**src/rtl/throw_charge_ctl.sv**
```systemverilog
// throw_charge_ctl: fire-button charge meter feeding the throw controllers.
// Holding the button makes the meter ping-pong between 0 and FORCE_MAX.
// Releasing it latches the meter as throw_force, and throw_en then stays
// high until the controller returns throw_done.
// Optional feature: define THROW_WIND_RANDOM_EN to draw a per-turn wind value
// from an LFSR. When it is undefined, wind_force is a constant 50 (calm).
module throw_charge_ctl #(
  parameter int TICK_DIV   = 1300000,
  parameter int FORCE_STEP = 16,
  parameter int FORCE_MAX  = 1023,
  parameter int MIN_FORCE  = 64
) (
  input  logic       clk,
  input  logic       rst_n,
  input  logic       turn_en,
  input  logic       btn,
  input  logic       throw_done,
  output logic       throw_en,
  output logic [9:0] throw_force,
  output logic [6:0] wind_force,
  output logic [9:0] force_level,
  output logic       charging,
  output logic       turn_done
);

  localparam int CW = (TICK_DIV > 1) ? $clog2(TICK_DIV) : 1;
  localparam logic [CW-1:0] TICK_LAST = CW'(TICK_DIV - 1);
  localparam logic [10:0]   STEP11    = 11'(FORCE_STEP);
  localparam logic [10:0]   MAX11     = 11'(FORCE_MAX);
  localparam logic [9:0]    MAX10     = 10'(FORCE_MAX);
  localparam logic [9:0]    MIN10     = 10'(MIN_FORCE);

  typedef enum logic [1:0] {IDLE, CHARGE, THROW} state_t;

  state_t        state, state_nx;
  logic          btn_m, btn_s, btn_s_d;
  logic          press, tick, dir_dn;
  logic [CW-1:0] cnt;
  logic [10:0]   sum_up;
  logic [9:0]    lvl_up, lvl_dn;

  // The button is asynchronous: two flops bring it into clk, and a third
  // flop gives the previous value for rising-edge detection.
  always_ff @(posedge clk or negedge rst_n) begin
    if (!rst_n) begin
      btn_m   <= 1'b0;
      btn_s   <= 1'b0;
      btn_s_d <= 1'b0;
    end else begin
      btn_m   <= btn;
      btn_s   <= btn_m;
      btn_s_d <= btn_s;
    end
  end

  assign press = btn_s & ~btn_s_d;

  // FSM state register
  always_ff @(posedge clk or negedge rst_n) begin
    if (!rst_n) state <= IDLE;
    else        state <= state_nx;
  end

  // Next state. In CHARGE, losing the turn takes priority over a release,
  // so an abort never launches a throw.
  always_comb begin
    state_nx = state;
    case (state)
      IDLE:    if (turn_en && press) state_nx = CHARGE;
      CHARGE:  if (!turn_en)         state_nx = IDLE;
               else if (!btn_s)      state_nx = THROW;
      THROW:   if (throw_done)       state_nx = IDLE;
      default:                       state_nx = IDLE;
    endcase
  end

  // FSM outputs. They decode the state directly, so an async reset drops
  // throw_en at once.
  always_comb begin
    charging = (state == CHARGE);
    throw_en = (state == THROW);
  end

  // Meter tick divider. It is held at 0 outside CHARGE, so each charge
  // starts a full TICK_DIV period.
  always_ff @(posedge clk or negedge rst_n) begin
    if (!rst_n)                  cnt <= '0;
    else if (state != CHARGE)    cnt <= '0;
    else if (tick)               cnt <= '0;
    else                         cnt <= cnt + 1'b1;
  end

  assign tick = (state == CHARGE) && (cnt == TICK_LAST);

  // Candidate next meter values. The math is 11 bits wide so that neither
  // direction can wrap.
  always_comb begin
    sum_up = {1'b0, force_level} + STEP11;
    lvl_up = (sum_up >= MAX11) ? MAX10 : sum_up[9:0];
    lvl_dn = ({1'b0, force_level} <= STEP11) ? 10'd0
                                             : force_level - STEP11[9:0];
  end

  // Ping-pong meter. It reads 0 whenever the FSM is in IDLE and holds its
  // value through THROW.
  always_ff @(posedge clk or negedge rst_n) begin
    if (!rst_n) begin
      force_level <= '0;
      dir_dn      <= 1'b0;
    end else if (state_nx == IDLE) begin
      force_level <= '0;
      dir_dn      <= 1'b0;
    end else if (state == CHARGE && state_nx == CHARGE && tick) begin
      if (!dir_dn) begin
        force_level <= lvl_up;
        if (sum_up >= MAX11) dir_dn <= 1'b1;
      end else begin
        force_level <= lvl_dn;
        if ({1'b0, force_level} <= STEP11) dir_dn <= 1'b0;
      end
    end
  end

  // Latch the throw force on a release that is not also an abort.
  always_ff @(posedge clk or negedge rst_n) begin
    if (!rst_n)
      throw_force <= '0;
    else if (state == CHARGE && turn_en && !btn_s)
      throw_force <= (force_level < MIN10) ? MIN10 : force_level;
  end

  // Completion pulse. It is high in the same cycle in which throw_en falls.
  always_ff @(posedge clk or negedge rst_n) begin
    if (!rst_n) turn_done <= 1'b0;
    else        turn_done <= (state == THROW) && throw_done;
  end

`ifdef THROW_WIND_RANDOM_EN
  logic [15:0] lfsr;
  logic [6:0]  r;

  assign r = lfsr[6:0];

  // Free-running Galois LFSR. The wind is redrawn as each throw completes,
  // and 101..127 fold down into 74..100.
  always_ff @(posedge clk or negedge rst_n) begin
    if (!rst_n) begin
      lfsr       <= 16'hACE1;
      wind_force <= 7'd50;
    end else begin
      lfsr <= lfsr[0] ? ((lfsr >> 1) ^ 16'hB400) : (lfsr >> 1);
      if (state == THROW && throw_done)
        wind_force <= (r > 7'd100) ? r - 7'd27 : r;
    end
  end
`else
  assign wind_force = 7'd50;
`endif

endmodule

```
**config.mk**
```make
export PLATFORM = sky130hd
export DESIGN_NAME = throw_charge_ctl
export DESIGN_NICKNAME = d
export VERILOG_FILES = /design/src/rtl/throw_charge_ctl.sv
export SDC_FILE = /design/constraint.sdc
export NUM_CORES = 1
export LEC_CHECK = 0
export ABC_AREA = 1
export CORE_MARGIN = 2
export CORE_UTILIZATION = 45
export CTS_CLUSTER_DIAMETER = 150
export CTS_CLUSTER_SIZE = 28
export DETAILED_ROUTE_END_ITERATION = 7
export HOLD_SLACK_MARGIN = 0.02
export PLACE_DENSITY = 0.68
export SKIP_LAST_GASP = 1
export SLEW_MARGIN = 30
export SYNTH_ARGS = -nofsm -noshare
export SYNTH_HDL_FRONTEND = slang
export SYNTH_SLANG_ARGS = --single-unit
```
**constraint.sdc**
```tcl
create_clock -name clk -period 1.88 [get_ports clk]
set_clock_uncertainty 0.2 [all_clocks]
set_input_delay 0.376 -clock clk [delete_from_list [all_inputs] [get_ports clk]]
set_output_delay 0.376 -clock clk [all_outputs]
set_load 0.05 [all_outputs]
```
# ---- Word-level counts from Yosys, hierarchy flattened
# Cells that the tools add are included.
dict set report totals {
  register_bits 48
  in_bits 5
  out_inout_bits 30
  wordCells 51
}
dict set report op_classes {
  n_addsub 3
  n_lt_le_gt_ge 3
  eq_ne 5
  n_mux 18
  bitwise 2
  n_reduce_logical 11
}
# operator n
set ops {}
lappend ops {{2-to-1 mux 10 bit} 6}
lappend ops {{2-to-1 mux 21 bit} 2}
lappend ops {{adder 21 x 1 -> 21 bit, second input constant} 1}
lappend ops {{== test 21 bit, second input constant} 1}
lappend ops {{adder 10 x 5 -> 11 bit, second input constant} 1}
lappend ops {{greater-or-equal comparator 11 x 10 -> 1 bit, second input constant} 1}
lappend ops {{<= comparator 10 x 5 -> 1 bit, second input constant} 1}
lappend ops {{less-than comparator 10 x 7 -> 1 bit, second input constant} 1}
lappend ops {{subtractor 10 x 5 -> 10 bit, second input constant} 1}
lappend ops {{2-to-1 mux 2 bit} 4}
lappend ops {{logical AND 1 bit} 7}
lappend ops {{one-hot mux 2 bit (3 select lines)} 1}
lappend ops {{2-to-1 mux 1 bit} 5}
lappend ops {{== test 2 x 1 -> 1 bit, second input constant} 2}
lappend ops {{logical NOT 2 bit} 2}
lappend ops {{== test 2 bit, second input constant} 1}
lappend ops {{!= test 2 x 1 -> 1 bit, second input constant} 1}
lappend ops {{nonzero test 2 bit} 1}
lappend ops {{bitwise AND 1 bit} 1}
lappend ops {{logical NOT 1 bit} 1}
lappend ops {{inverter 1 bit} 1}

# ---- Logic depth before layout (Yosys ltp)
dict set report depth {
  depth_word 10
  depth_mapped 13
  depth_no_buf 12
}

# ---- Worst setup path before layout
# Ideal clock, no wire load.
dict set report synth_timing {
  path_kind {flip-flop to flip-flop}
  startpoint {register force_level[4]}
  endpoint {register force_level[4]}
  t_arrival_ns 1.968
  setup_slack_ns -0.354
  stages_incl_launch_ff 13
  synth_period_minus_slack_ns 2.234
  cell_sequence {dfrtp_1 inv_1 ha_1 nand2_1 nand2_1 nand3_1 nor2_1 nand3_2 nand2_1 nand2_1 nand2_1 nand2_1 nand2_1}
}
dict set report synth_between {
  elab_chain_cells 6
  word_cells_on_any_way 9
}
# item line_no
set synth_lines {}
lappend synth_lines {{start, declared} 21} ;# output logic [9:0] force_level,
lappend synth_lines {{start signal, assigned} 115} ;# force_level <= lvl_up;
lappend synth_lines {{start signal, assigned} 118} ;# force_level <= lvl_dn;
lappend synth_lines {{adder 10 x 5 -> 11 bit} 98} ;# sum_up = {1'b0, force_level} + STEP11;
lappend synth_lines {{greater-or-equal comparator 11 x 10 -> 1 bit} 99} ;# lvl_up = (sum_up >= MAX11) ? MAX10 : sum_up[9:0];
lappend synth_lines {{2-to-1 mux 10 bit} 99}
lappend synth_lines {{2-to-1 mux 10 bit *} 114} ;# if (!dir_dn) begin
lappend synth_lines {{2-to-1 mux 10 bit *} 113} ;# end else if (state == CHARGE && state_nx == CHARGE && tick) begin
lappend synth_lines {{2-to-1 mux 10 bit *} 110} ;# end else if (state_nx == IDLE) begin
# Mark *: on every way between the ends. The rest lies on a longest branch, timed or not. The select of a mux whose other input is x is not followed.
# A chain may end at the register's enable or synchronous reset.

# ---- Final worst setup path
dict set report layout_timing {
  startpoint {register cnt[1]}
  endpoint {register cnt[20]}
}
dict set report layout_between {
  elab_chain_cells 4
  word_cells_on_any_way 5
}
# item line_no
set layout_lines {}
lappend layout_lines {{start, declared} 38} ;# logic [CW-1:0] cnt;
lappend layout_lines {{start signal, assigned} 90} ;# else cnt <= cnt + 1'b1;
lappend layout_lines {{branches (longest 2 deep; another with adder 21 x 1 -> 21 bit)} -}
lappend layout_lines {{2-to-1 mux 21 bit *} 89} ;# else if (tick) cnt <= '0;
lappend layout_lines {{2-to-1 mux 21 bit *} 88} ;# else if (state != CHARGE) cnt <= '0;
# Mark *: on every way between the ends.

==> impl_metrics.toml <==
[cells_and_area]
nNetsFinal = 396
antenna_cells_inserted = 0
final_cell_mix = "61 x sky130_fd_sc_hd__nand2_1, 47 x sky130_fd_sc_hd__inv_1, 36 x sky130_fd_sc_hd__dfrtp_1, 36 x sky130_fd_sc_hd__buf_4, 31 x sky130_fd_sc_hd__nand3_1"
area_growth_pct = 33.2
mostFrequentLayoutCell = "sky130_fd_sc_hd__nand2_1"
layout-drive-gt1-share = 0.302

[die]
std_cell_rows = 27
initial_core_utilization = 0.466
die-height_um = 79.5
floorplan.core_area_um2 = 5510
die_x_um = 79.5
pin_count = 35
die-area_um2 = 6320

[power_and_ir_drop]
peakVddDrop_mv = 0.331
pwr_density_cell_nw_per_um2 = 482
static-leakage-power_nw = 1.62

[outcome]
status = "finished, violations left"
violations = "setup timing"

[global_routing]
initial_antenna_violation_count = 0
largest_net_degree_at_the_start_of_global_routing = 29
first_global_vias = 2050
grt_use_total = 0.196
gr-total-overflow = 0
grt_pass1_wl_um = 9690

[detailed_routing]
total_number_of_vias = 2288
route.detailed.wl_per_inst_um = 13.0
route.detailed.drc = 0
detail_route.iter0.violations = 149
vias_cell = 4.98
routed_wire_length_um = 5970
drt.antenna.violating_nets = 0
drt_pass1_iterations = 4

[place]
detailed_place_hpwl_um = 4420
final_weighted_congestion_of_routability_driven_global_placement = 0.863
dpl_worst_slack_ps = -198
portBuffers = 27

[worst_setup_path]
crit_path_max_fanout = 4
most_frequent_cell_on_the_critical_path = "sky130_fd_sc_hd__nor2_4"
critPathSlowestCell = "sky130_fd_sc_hd__dfrtp_1"
crit_path_cell_trace = "ha_4, nand2_4, nor2_4, nand2_4, nor2_4, nand3_4, nor2_4, nand2_2, nor2_2, a21oi_1"
timing.critical_path.arrival_ps = 1880
cp.required_ps = 1870
timing.setup.critical_path_class = "reg -> reg"
crit_path_end_kind = "register"
cp-start-kind = "register"
max_stage_delay_ps = 400

[clocking]
cts-buffers-inserted = 5
clk_pin_slew_worst_paths_ps = 80
cts_max_level = 2
maximum_clock_path_buffer_count = 2
insertion_delay_ps = 300
clock_sinks = 42
clock_tree_from_tritoncts = "done"
root_buf_cell = "sky130_fd_sc_hd__clkbuf_8"

[logic_synthesis]
number_of_enable_type_register_cells_in_the_synthesized_netlist = 0
yosysSeqAreaShare = 0.410
synthSimpleGateAreaFrac = 0.326
dominant_cell_type_by_area_after_synthesis = "sky130_fd_sc_hd__dfrtp_1"
postSynth.topFlopCell = "sky130_fd_sc_hd__dfrtp_1"
syn_area_per_cell_um2 = 7.64
synthMuxAreaShare = 0
synthesis.area_um2 = 2570
ys_warn_count = 0
post_synth_fa_ha_maj_area_fraction = 0.0244
synth_compound_area_frac = 0.0746
synth_top_family_by_area = "simple AND/OR/NAND/NOR gates"
synth.top_cell.area_share = 0.410
yosys-top-cells-area = "sky130_fd_sc_hd__dfrtp_1 41%, sky130_fd_sc_hd__nand2_1 9.7%, sky130_fd_sc_hd__inv_1 7.3%"
postSynthRegisterBits = 42
synth.distinct_cells = 35
synth_cells = 336
async_flop_share = 1.00
synthXorXnorAreaFrac = 0.0273

[timing]
final_min_period_over_clock_period = 1.01
setup_tns_ps = -10.7
achievable-frequency_ghz = 0.529
final-setup-viol-count = 1
drv_slew = 0
layout_min_cycle_time_ps = 1890
grt_setup_unrepaired = "true"
hold_viol_final = 0
worst_slack_ps = -10.7

[job]
max-cap-violations = 0

[min_path]
hold_class = "reg -> reg"
[final cells by class]
class / instances / area, um^2
Sequential cell: 42 / 1060
Tap cell: 72 / 90.1
Timing Repair Buffer: 58 / 656
Fill cell: 478 / 2090
Clock buffer: 8 / 80.1
Inverter: 51 / 195
Multi-Input combinational cell: 228 / 1340
[critical path, delay by kind of cell, from the launching register on]
kind / cells / cell delay [ps]
and+or+nand+nor: 8 / 960
AOI/OAI and AO/OA: 1 / 70
adders and majority gates: 1 / 170
DFF: 1 / 400
[metal layers]
layer  track usage  routed length [um]
met4        0.0517                  90
met5             0                   0
met2         0.300                2750
met1         0.274                2800
met3        0.0532                 328
[through the flow]
stage | hold slack (ps) | instances | instance area (um^2) | power, mW | utilization
final | 162 | 459 | 3420 | 1.65 | 0.621
after global routing | 179 | 459 | 3420 | 1.72 | 0.621
after CTS | 169 | 452 | 3240 | 1.66 | 0.589
after detailed placement | 114 | 441 | 3130 | 1.09 | 0.569
after global placement | 111 | 441 | 3130 | 1.09 | 0.569
after floorplan | -120 | 341 | 2620 | 1.04 | -
[cells in the mapped netlist, types with 2 or more instances]
cell type	count
sky130_fd_sc_hd__inv_1	50
sky130_fd_sc_hd__conb_1	2
sky130_fd_sc_hd__dfrtp_1	42
sky130_fd_sc_hd__nand3_2	3
sky130_fd_sc_hd__or2_1	2
sky130_fd_sc_hd__buf_4	15
sky130_fd_sc_hd__nand2_1	66
sky130_fd_sc_hd__nor2_4	3
sky130_fd_sc_hd__nor3_1	5
sky130_fd_sc_hd__nand2_2	6
sky130_fd_sc_hd__a21oi_1	14
sky130_fd_sc_hd__buf_6	3
sky130_fd_sc_hd__nor2_1	32
sky130_fd_sc_hd__nor3_2	2
sky130_fd_sc_hd__nand4_1	7
sky130_fd_sc_hd__nand3_1	34
sky130_fd_sc_hd__xor2_1	7
sky130_fd_sc_hd__o21ai_0	12
sky130_fd_sc_hd__ha_1	5
sky130_fd_sc_hd__nor4_1	2
sky130_fd_sc_hd__nor2_2	10
[flip-flops by register name, summed over array words and instances (netlist names)]
signal       count
force_level      7
btn_m            1
btn_s_d          1
turn_done        1
cnt             21
dir_dn           1
btn_s            1
state            2
throw_force      7
[logic make-up after synthesis]
logic type	after synthesis
compound gates	33
buf+inv	71
fa+ha+maj	5
other cells	2
flops	42
simple gates	175
xor+xnor	8
[repair_timing]
action	CTS	global route
buffers inserted	2	7
resized for setup	2	30
hold buffers	1	0
pin swaps	2	22
hold endpoints to repair	14	0
cloned	0	0
setup endpoints to repair	2	18
[worst paths after layout]
check / start / end / slack [ps] / cells past startpoint
setup reg to reg: cnt[1] / cnt[20] / -10 / 10
max in group asynchronous: rst_n / force_level[5] / 660 / 3
hold reg to reg: btn_m / btn_s / 160 / 0
hold / removal: btn_m / btn_s / 160 / 0
setup / recovery: cnt[1] / cnt[20] / -10 / 10
min in group asynchronous: rst_n / cnt[17] / 320 / 2
[power breakdown]
| group | internal (mW) | switching [mW] | total (mW) |
|---|---|---|---|
| Sequential | 0.914 | 0.00736 | 0.922 |
| Clock | 0.264 | 0.302 | 0.566 |
| Combinational | 0.0440 | 0.114 | 0.158 |
No activity file was read; power rests on OpenSTA's default activity.
